## src/rtl/thoth_top.sv

```systemverilog
// Minimal RV32I multicycle core running a fixed internal ROM program.
// Core steps on a divided clock-enable; x1[15:0] is exposed for debug.
module thoth_top #(
    parameter int CLK_DIV   = 100,
    parameter int ROM_DEPTH = 64,
    parameter int ROM_SEL   = 0
) (
    input  logic        clk_i,
    input  logic        reset_i,
    output logic [15:0] r1_o
);

    // state    | meaning
    // ST_FETCH | on tick: IR <= ROM[PC], go to EXEC
    // ST_EXEC  | on tick: execute IR, write back rd, update PC, go to FETCH
    localparam logic [0:0] ST_FETCH = 1'b0;
    localparam logic [0:0] ST_EXEC  = 1'b1;

    localparam int          DIV_W  = $clog2(CLK_DIV);
    localparam int          ROM_AW = $clog2(ROM_DEPTH);
    localparam logic [31:0] NOP    = 32'h0000_0013;

    localparam logic [6:0] OPC_LUI   = 7'b0110111;
    localparam logic [6:0] OPC_AUIPC = 7'b0010111;
    localparam logic [6:0] OPC_JAL   = 7'b1101111;
    localparam logic [6:0] OPC_OPIMM = 7'b0010011;
    localparam logic [6:0] OPC_OP    = 7'b0110011;

    logic [DIV_W-1:0] div_cnt;
    logic             tick;
    logic [0:0]       state;
    logic [31:0]      pc;
    logic [31:0]      ir;
    logic [31:0]      regs [32];

    // ROM_SEL=1 selects an ALU/x0 exercise program instead of the counter program.
    function automatic logic [31:0] rom_word(input logic [ROM_AW-1:0] idx);
        logic [31:0] w;
        w = NOP;
        if (ROM_SEL == 0) begin
            case (idx)
                ROM_AW'(0): w = 32'h0000_0093;
                ROM_AW'(1): w = 32'h0010_8093;
                ROM_AW'(2): w = 32'h0010_8093;
                ROM_AW'(3): w = 32'h0010_8093;
                ROM_AW'(4): w = 32'h0000_006F;
                default:    w = NOP;
            endcase
        end else begin
            case (idx)
                ROM_AW'(0): w = 32'h0010_0113;
                ROM_AW'(1): w = 32'h4020_00B3;
                ROM_AW'(2): w = 32'h8000_01B7;
                ROM_AW'(3): w = 32'h4041_D093;
                ROM_AW'(4): w = 32'h0100_D093;
                ROM_AW'(5): w = 32'h0050_0013;
                ROM_AW'(6): w = 32'h0000_00B3;
                ROM_AW'(7): w = 32'h0000_006F;
                default:    w = NOP;
            endcase
        end
        return w;
    endfunction

    always_ff @(posedge clk_i or posedge reset_i) begin
        if (reset_i) begin
            div_cnt <= '0;
        end else if (tick) begin
            div_cnt <= '0;
        end else begin
            div_cnt <= div_cnt + DIV_W'(1);
        end
    end

    assign tick = (div_cnt == DIV_W'(CLK_DIV - 1));

    logic [6:0]  opcode;
    logic [4:0]  rd;
    logic [4:0]  rs1;
    logic [4:0]  rs2;
    logic [2:0]  funct3;
    logic        f7b5;
    logic [31:0] imm_i;
    logic [31:0] imm_u;
    logic [31:0] imm_j;
    logic [31:0] rs1_val;
    logic [31:0] rs2_val;
    logic [31:0] op_b;
    logic [4:0]  shamt;
    logic [31:0] alu_res;
    logic [31:0] pc_plus4;
    logic [31:0] next_pc;
    logic [31:0] wb_data;
    logic        wr_en;

    assign opcode = ir[6:0];
    assign rd     = ir[11:7];
    assign funct3 = ir[14:12];
    assign rs1    = ir[19:15];
    assign rs2    = ir[24:20];
    assign f7b5   = ir[30];
    assign imm_i  = {{20{ir[31]}}, ir[31:20]};
    assign imm_u  = {ir[31:12], 12'b0};
    assign imm_j  = {{11{ir[31]}}, ir[31], ir[19:12], ir[20], ir[30:21], 1'b0};

    assign rs1_val  = (rs1 == 5'd0) ? 32'd0 : regs[rs1];
    assign rs2_val  = (rs2 == 5'd0) ? 32'd0 : regs[rs2];
    assign op_b     = (opcode == OPC_OP) ? rs2_val : imm_i;
    assign shamt    = op_b[4:0];
    assign pc_plus4 = pc + 32'd4;

    always_comb begin
        alu_res = 32'd0;
        case (funct3)
            // ir[30] is an immediate bit for ADDI, so SUB exists only in OP
            3'b000: alu_res = ((opcode == OPC_OP) && f7b5) ? (rs1_val - op_b)
                                                           : (rs1_val + op_b);
            3'b001: alu_res = rs1_val << shamt;
            3'b010: alu_res = {31'd0, $signed(rs1_val) < $signed(op_b)};
            3'b011: alu_res = {31'd0, rs1_val < op_b};
            3'b100: alu_res = rs1_val ^ op_b;
            3'b101: alu_res = f7b5 ? 32'($signed(rs1_val) >>> shamt)
                                   : (rs1_val >> shamt);
            3'b110: alu_res = rs1_val | op_b;
            3'b111: alu_res = rs1_val & op_b;
            default: alu_res = 32'd0;
        endcase
    end

    always_comb begin
        next_pc = pc_plus4;
        wb_data = alu_res;
        wr_en   = 1'b0;
        case (opcode)
            OPC_LUI: begin
                wr_en   = 1'b1;
                wb_data = imm_u;
            end
            OPC_AUIPC: begin
                wr_en   = 1'b1;
                wb_data = pc + imm_u;
            end
            OPC_JAL: begin
                wr_en   = 1'b1;
                wb_data = pc_plus4;
                next_pc = pc + imm_j;
            end
            OPC_OPIMM, OPC_OP: begin
                wr_en   = 1'b1;
                wb_data = alu_res;
            end
            default: begin
                wr_en = 1'b0;
            end
        endcase
    end

    always_ff @(posedge clk_i or posedge reset_i) begin
        if (reset_i) begin
            state <= ST_FETCH;
            pc    <= 32'd0;
            ir    <= NOP;
        end else if (tick) begin
            case (state)
                ST_FETCH: begin
                    ir    <= rom_word(pc[ROM_AW+1:2]);
                    state <= ST_EXEC;
                end
                ST_EXEC: begin
                    pc    <= next_pc;
                    state <= ST_FETCH;
                end
                default: state <= ST_FETCH;
            endcase
        end
    end

    always_ff @(posedge clk_i or posedge reset_i) begin
        if (reset_i) begin
            for (int i = 0; i < 32; i++) begin
                regs[i] <= 32'd0;
            end
        end else if (tick && (state == ST_EXEC) && wr_en && (rd != 5'd0)) begin
            regs[rd] <= wb_data;
        end
    end

    assign r1_o = regs[1][15:0];

endmodule

```

## config.mk

```make
export PLATFORM = sky130hd
export DESIGN_NAME = thoth_top
export DESIGN_NICKNAME = d
export VERILOG_FILES = /design/src/rtl/thoth_top.sv
export SDC_FILE = /design/constraint.sdc
export NUM_CORES = 1
export LEC_CHECK = 0
export CAP_MARGIN = 20
export CORE_ASPECT_RATIO = 0.5
export CORE_MARGIN = 3
export CORE_UTILIZATION = 45
export DETAILED_ROUTE_END_ITERATION = 8
export GPL_TIMING_DRIVEN = 0
export SYNTH_ARGS = -nofsm -noshare
export SYNTH_HDL_FRONTEND = slang
export SYNTH_SLANG_ARGS = --single-unit
```

## constraint.sdc

```tcl
create_clock -name clk_i -period 4.2 [get_ports clk_i]
set_input_delay 0.84 -clock clk_i [delete_from_list [all_inputs] [get_ports clk_i]]
set_output_delay 0.84 -clock clk_i [all_outputs]
set_load 0.005 [all_outputs]
```

==> flow_metrics.py, run 1 <==
metrics = {
    "setup_path": {
        "start_kind": "flip-flop",
        "worstPathArrival_ns": 2.82,
        "required_ns": 4.42,
        "slowest_delay_ns": 0.44,
        "cp_top_family": "simple AND/OR/NAND/NOR gates",
        "path_class": "flip-flop to flip-flop",
        "crit_fanout": 10,
        "cp-end-kind": "flip-flop",
        "cp_slowest_cell": "clkbuf_1",
        "crit_buf_inv": 2,
        "crit_path_cell_trace": "buf_2 > clkbuf_1 > and2_1 > ha_1 > nand2_1 > a21oi_1 > a31oi_1 > or4_1 > nand3_1",
    },
    "power_and_ir_drop": {
        "irDropWorstVdd_mv": 0.197,
        "cellPowerDensity_nw_per_um2": 256,
        "totalPowerFinal_uw": 817,
        "p_leak_uw": 0.00135,
    },
    "route": {
        "via_per_inst": 5.88,
        "drc": 0,
        "drt_pass1_iterations": 5,
        "detail_route.iter0.violations": 223,
        "routed_wl_um": 6910,
        "vias": 2370,
        "wl_per_cell_um": 17.2,
        "antenna_left": 0,
    },
    "timing": {
        "hold_ws_ns": 0.491,
        "slew_headroom_pct": 61.7,
        "max_slew.worst_pin.slew_ns": 0.573,
        "slew_violations": 0,
        "fin_skew_ns": 0.00476,
        "hold_violations": 0,
        "min_period_over_period_pct": 61.7,
        "fin_tns_setup_ns": 0,
        "period_minus_slack_ns": 2.59,
        "setup_viol": 0,
        "timing.fmax_ghz": 0.386,
        "rsz0062_at_grt": "no",
        "finalWorstSetupSlack_ns": 1.61,
    },
    "grt": {
        "grt_overflow": 0,
        "grt_max_degree": 29,
        "grt.total_usage_pct": 21.2,
        "grt_first_pass_wirelength_um": 11500,
        "grt_pass1_vias": 2143,
        "antenna_found_initial": 0,
    },
    "floorplan": {
        "io_pins": 18,
        "die_w_um": 117,
        "coreArea_um2": 5710,
        "start_util_pct": 48.3,
        "placementRows": 19,
        "die_area_um2": 7150,
        "dieHeight_um": 61.3,
    },
    "synth": {
        "ys_warn_count": 0,
        "yosysUniqueCellTypes": 66,
        "synth-main-ff-cell": "dfrtp_1",
        "post_synth_inst_count": 304,
        "syn-num-nets": 316,
        "async_reset_ff_share_pct": 100,
        "synth-edff-count": 0,
        "synth.yosys.seq_area_share_pct": 38.2,
        "synth_area_um2": 2760,
        "syn-mean-instance-area_um2": 9.06,
        "ys_ff_latch": 42,
    },
    "placed_design": {
        "place_hpwl_um": 5110,
        "dp_cells": 395,
        "preCtsSetupSlack_ns": 1.64,
        "place.port_buffers": 17,
        "place_congestion": 0.901,
    },
    "hold_path": {
        "min_path_type": "flip-flop to flip-flop",
    },
    "final_layout": {
        "diodes": 0,
        "fillers": 533,
        "layout-drive-gt1-share_pct": 13.0,
        "final_cells": 403,
        "final_nets": 341,
        "syn_to_final_growth_pct": 15.7,
    },
    "cts": {
        "cts-root-buf": "clkbuf_16",
        "cts_setup_buffers": 0,
        "numCtsBuffers": 5,
        "cts_resized": 0,
        "htreeDepth": 2,
        "cts.sinks": 42,
        "clk_latency_ns": 0.29,
        "tritoncts": "yes",
        "clock_path_buffers": 2,
        "cts.hold.buffers_added": 0,
        "clk_pin_slew_ns": 0.06,
    },
    "flow_run": {
        "drv_cap": 0,
    },
    "outcome": {
        "status": "complete, no violations",
    },
}
## path summary, 6_finish.rpt
path / cells after the start / start / slack [ns] / to
setup / recovery: 9 / ir[15]$_DFFE_PP0P_ / 1.61 / r1_o[12]$_DFFE_PP0P_
hold / removal: 1 / pc[15]$_DFFE_PP0P_ / 0.49 / pc[15]$_DFFE_PP0P_
min in group asynchronous: 2 / reset_i / 0.84 / div_cnt[4]$_DFF_PP0_
hold reg to reg: 1 / pc[15]$_DFFE_PP0P_ / 0.49 / pc[15]$_DFFE_PP0P_
max in group asynchronous: 3 / reset_i / 2.90 / pc[6]$_DFFE_PP0P_
setup reg to reg: 9 / ir[15]$_DFFE_PP0P_ / 1.61 / r1_o[12]$_DFFE_PP0P_
## cells by family (layout without fill, tap and decap cells)
group / Yosys count / after routing / share of synthesized area [%]
xor gates and xnor gates: 29 / 29 / 9.22
adders and majority gates: 10 / 10 / 4.54
AOI/OAI and AO/OA: 70 / 70 / 17.2
muxes: 5 / 5 / 1.95
DFF: 42 / 42 / 38.2
buffers and inverters: 26 / 52 / 4.59
and+or+nand+nor: 122 / 122 / 24.3
## where the power goes
| group | total [uW] | leakage, uW | internal [uW] | switching, uW |
|---|---|---|---|---|
| registers | 405 | 0.000569 | 405 | 0 |
| clock network | 402 | 0.0000729 | 236 | 166 |
| logic | 11.1 | 0.000705 | 2.77 | 8.31 |
| total | 817 | 0.00135 | 643 | 175 |
## stage by stage
step                      area, um^2  utilization (%)
after floorplan                 2760                -
after global placement          3020             52.9
after detailed placement        3040             53.2
after CTS                       3190             55.9
after global routing            3190             55.9
final                           3190             55.9
## cells in the final DEF, fill, tap and decap left out, drive strengths merged, types with 2 or more instances in the layout
master         count
a22oi              4
a22o               2
inv               11
buf                9
mux2i              2
nor4               4
nand2b             2
and4               3
nand2             42
a31oi              7
dfrtp             41
a32oi              4
a21oi             12
and2               3
and3               7
clkbuf            13
or4                2
xor2              10
mux2               3
clkdlybuf4s50     17
or3                2
xnor2             19
and2b              3
o221ai             3
nor2b              3
ha                10
o21ai             19
o211ai             3
nand4              3
a21o               2
nor2              20
nor3               9
nand3             18
## metal layers
| metal | share of wire (%) | global-route usage [%] | vias to the layer above | wire length (um) |
|---|---|---|---|---|
| met2 | 40 | 29.8 | 73 | 2780 |
| li1 | - | - | 1148 | - |
| met5 | 0 | 0 | - | 0 |
| met4 | 0.69 | 5.23 | 0 | 48 |
| met3 | 7.2 | 5.10 | 6 | 496 |
| met1 | 52 | 32.6 | 1143 | 3590 |
## state kept, by name (all words and copies together), names as in the netlist
name,flops
div_cnt,7
ir,4
pc,14
r1_o,16
state,1
## area by class of cell
type                            instances  area, um^2  area share (%)
Buffer                                 15        85.1            2.67
Clock buffer                            6         139            4.36
Clock inverter                          2        12.5           0.392
Inverter                               11        41.3            1.30
Multi-Input combinational cell        236        1580            49.5
Sequential cell                        42        1050            33.0
Tap cell                               73        91.3            2.86
Timing Repair Buffer                   18         190            5.97
## cells in the mapped netlist, types with 3 or more instances
master    instances  area [um^2]
a21oi_1          12         60.1
a22oi_1           4         30.0
a31oi_1           7         43.8
a32oi_1           4         35.0
and3_1            5         31.3
buf_2             5         25.0
clkbuf_1          7         26.3
dfrtp_1          41         1030
ha_1             10          125
inv_1            10         37.5
mux2_2            3         33.8
nand2_1          40          150
nand3_1          15         75.1
nand3_2           3         30.0
nand4_1           3         18.8
nor2_1           20         75.1
nor2b_1           3         18.8
nor3_1            6         30.0
o211ai_1          3         22.5
o21ai_0          14         70.1
o21ai_1           5         25.0
o221ai_1          3         26.3
xnor2_1          19          166
xor2_1           10         87.6
Power figures use the tool's default switching activity.
==> run 2, diff against run 1 <==
==> constraint.sdc (replaced) <==
create_clock -name clk_i -period 2.45 [get_ports clk_i]
set_input_delay 0.49 -clock clk_i [delete_from_list [all_inputs] [get_ports clk_i]]
set_output_delay 0.49 -clock clk_i [all_outputs]
set_load 0.005 [all_outputs]
==> run 2 against run 1 <==
Register-to-register slack got worse by 1.4 ns. Cell area grew 0.27%. Sequential share of layout area down 0.090 points. Global-route usage stayed put. Largest cell class unchanged.
==> flow_metrics.py, run 2 (synthesis results as in run 1) <==
metrics = {
    "timing": {
        "min_period_over_period_pct": 92.0,
        "max_slew.worst_pin.slew_ns": 0.569,
        "fin_tns_setup_ns": 0,
        "finalWorstSetupSlack_ns": 0.195,
        "period_minus_slack_ns": 2.26,
        "hold_ws_ns": 0.489,
        "slew_headroom_pct": 61.9,
        "setup_viol": 0,
        "fin_skew_ns": 0.00631,
        "timing.fmax_ghz": 0.443,
        "hold_violations": 0,
        "slew_violations": 0,
    },
    "setup_path": {
        "path_class": "flip-flop to flip-flop",
        "cp_slowest_cell": "or4_1",
        "crit_path_cell_trace": "buf_2 > clkbuf_4 > and2_1 > ha_1 > nand2_1 > a21oi_2 > a31oi_1 > or4_1 > nand3_1",
        "start_kind": "flip-flop",
        "cp-end-kind": "flip-flop",
        "required_ns": 2.68,
        "r2r_end": "r1_o[12]$_DFFE_PP0P_",
        "slowest_delay_ns": 0.42,
        "crit_fanout": 10,
        "crit_buf_inv": 2,
        "regToRegStartpoint": "ir[15]$_DFFE_PP0P_",
        "worstPathArrival_ns": 2.48,
        "reg2reg_depth": 9,
        "ff2ff_setup_slack_ns": 0.19,
        "cp_top_family": "simple AND/OR/NAND/NOR gates",
    },
    "grt": {
        "grt_max_degree": 29,
        "grt_pass1_vias": 2143,
        "grt_overflow": 0,
        "antenna_found_initial": 0,
        "grt_first_pass_wirelength_um": 11500,
        "grt.total_usage_pct": 21.2,
    },
    "final_layout": {
        "layout-drive-gt1-share_pct": 13.9,
        "fillers": 531,
        "final_area_um2": 3200,
        "layout_commonest_cell": "dfrtp_1",
        "largest_reg_flops": 16,
        "final_cell_mix": "dfrtp_1, nand2_1, nor2_1",
        "final_nets": 341,
        "diodes": 0,
        "syn_to_final_growth_pct": 16.0,
    },
    "route": {
        "routed_wl_um": 6970,
        "top_layer": "met4",
        "wl_met1_um": 3640,
        "wl_met2_um": 2800,
        "vias": 2387,
        "detail_route.iter0.violations": 239,
        "drt_pass1_iterations": 5,
        "drc": 0,
        "antenna_left": 0,
        "met3_length_um": 492,
        "via_per_inst": 5.92,
        "wl_per_cell_um": 17.3,
    },
    "cts": {
        "clock_path_buffers": 2,
        "clk_latency_ns": 0.29,
        "cts-root-buf": "clkbuf_16",
        "cts.sinks": 42,
        "tritoncts": "yes",
        "htreeDepth": 2,
        "clk_pin_slew_ns": 0.07,
        "cts.hold.buffers_added": 0,
        "numCtsBuffers": 5,
    },
    "power_and_ir_drop": {
        "irDropWorstVdd_mv": 0.338,
        "p_leak_uw": 0.00135,
        "p_int_uw": 1100,
        "power_frac_seq_pct": 49.4,
        "totalPowerFinal_uw": 1400,
        "switching_share_pct": 21.5,
        "comb_power_share_pct": 1.4,
        "cellPowerDensity_nw_per_um2": 439,
        "clockPowerShare_pct": 49.3,
        "switchingPower_uw": 303,
    },
    "floorplan": {
        "coreArea_um2": 5710,
        "die_area_um2": 7150,
        "io_pins": 18,
        "start_util_pct": 48.3,
        "dieHeight_um": 61.3,
        "die_w_um": 117,
        "placementRows": 19,
    },
    "flow_run": {
        "drv_cap": 0,
    },
    "hold_path": {
        "min_path_type": "input pin to async pin",
    },
    "placed_design": {
        "preCtsSetupSlack_ns": -0.107,
        "place.port_buffers": 17,
        "place_hpwl_um": 5110,
        "place_congestion": 0.901,
        "dpl_cell_area_um2": 3040,
    },
    "outcome": {
        "status": "complete, no violations",
    },
}
[run 2: how the worst max path moves through the flow]
stage,from,slack (ns),endpoint,cells past startpoint
2_1_floorplan,ir[15]$_DFFE_PP0P_,0.42,r1_o[12]$_DFFE_PP0P_,9
3_3_place_gp,ir[15]$_DFFE_PP0P_,-0.09,r1_o[12]$_DFFE_PP0P_,9
3_5_place_dp,ir[15]$_DFFE_PP0P_,-0.11,r1_o[12]$_DFFE_PP0P_,9
4_1_cts,ir[15]$_DFFE_PP0P_,0.07,r1_o[12]$_DFFE_PP0P_,9
5_1_grt,ir[15]$_DFFE_PP0P_,-0.001,r1_o[12]$_DFFE_PP0P_,9
6_report,ir[15]$_DFFE_PP0P_,0.19,r1_o[12]$_DFFE_PP0P_,9
[run 2: layout make-up]
type | instances | area, um^2 | share of cell area [%]
tap | 73 | 91.3 | 2.86
buffer | 15 | 90.1 | 2.82
sequential | 42 | 1050 | 32.9
inverter | 11 | 41.3 | 1.29
clock inverter | 2 | 12.5 | 0.391
multi-input combinational | 236 | 1580 | 49.4
clock buffer | 6 | 139 | 4.34
timing repair buffer | 18 | 190 | 5.95
[run 2: stage by stage]
step / util, % / std cells
6_report: 56.0 / 403
5_1_grt: 56.0 / 403
4_1_cts: 55.9 / 403
3_5_place_dp: 53.2 / 395
3_3_place_gp: 52.9 / 394
2_1_floorplan: - / 304
[run 2: power by group through the flow]
stage | Combinational [uW] | Clock, uW | Sequential (uW)
floorplan | 10.2 | 0 | 706
global placement | 16.0 | 0 | 706
detailed placement | 20.4 | 0 | 706
CTS | 20.5 | 700 | 693
global route | 22.5 | 733 | 693
finish | 19.1 | 692 | 693
[run 2: per-layer routing]
metal	global-route usage, %	vias up
li1	-	1148
met1	32.6	1169
met2	29.8	66
met3	5.10	4
met4	5.23	0
met5	0	-
[run 2: what timing repair did]
item	4_1_cts	5_1_grt
endpoints found under the setup margin	2	11
resized for setup	1	5
setup buffers	0	0
==> run 3, diff against run 2 <==
--- a/config.mk
+++ b/config.mk
@@ -5,7 +5,6 @@
 export SDC_FILE = /design/constraint.sdc
 export NUM_CORES = 1
 export LEC_CHECK = 0
-export CAP_MARGIN = 20
 export CORE_ASPECT_RATIO = 0.5
 export CORE_MARGIN = 3
 export CORE_UTILIZATION = 45
==> results of run 3 <==
The final DEF is identical to that of run 2; final timing and power are the same.
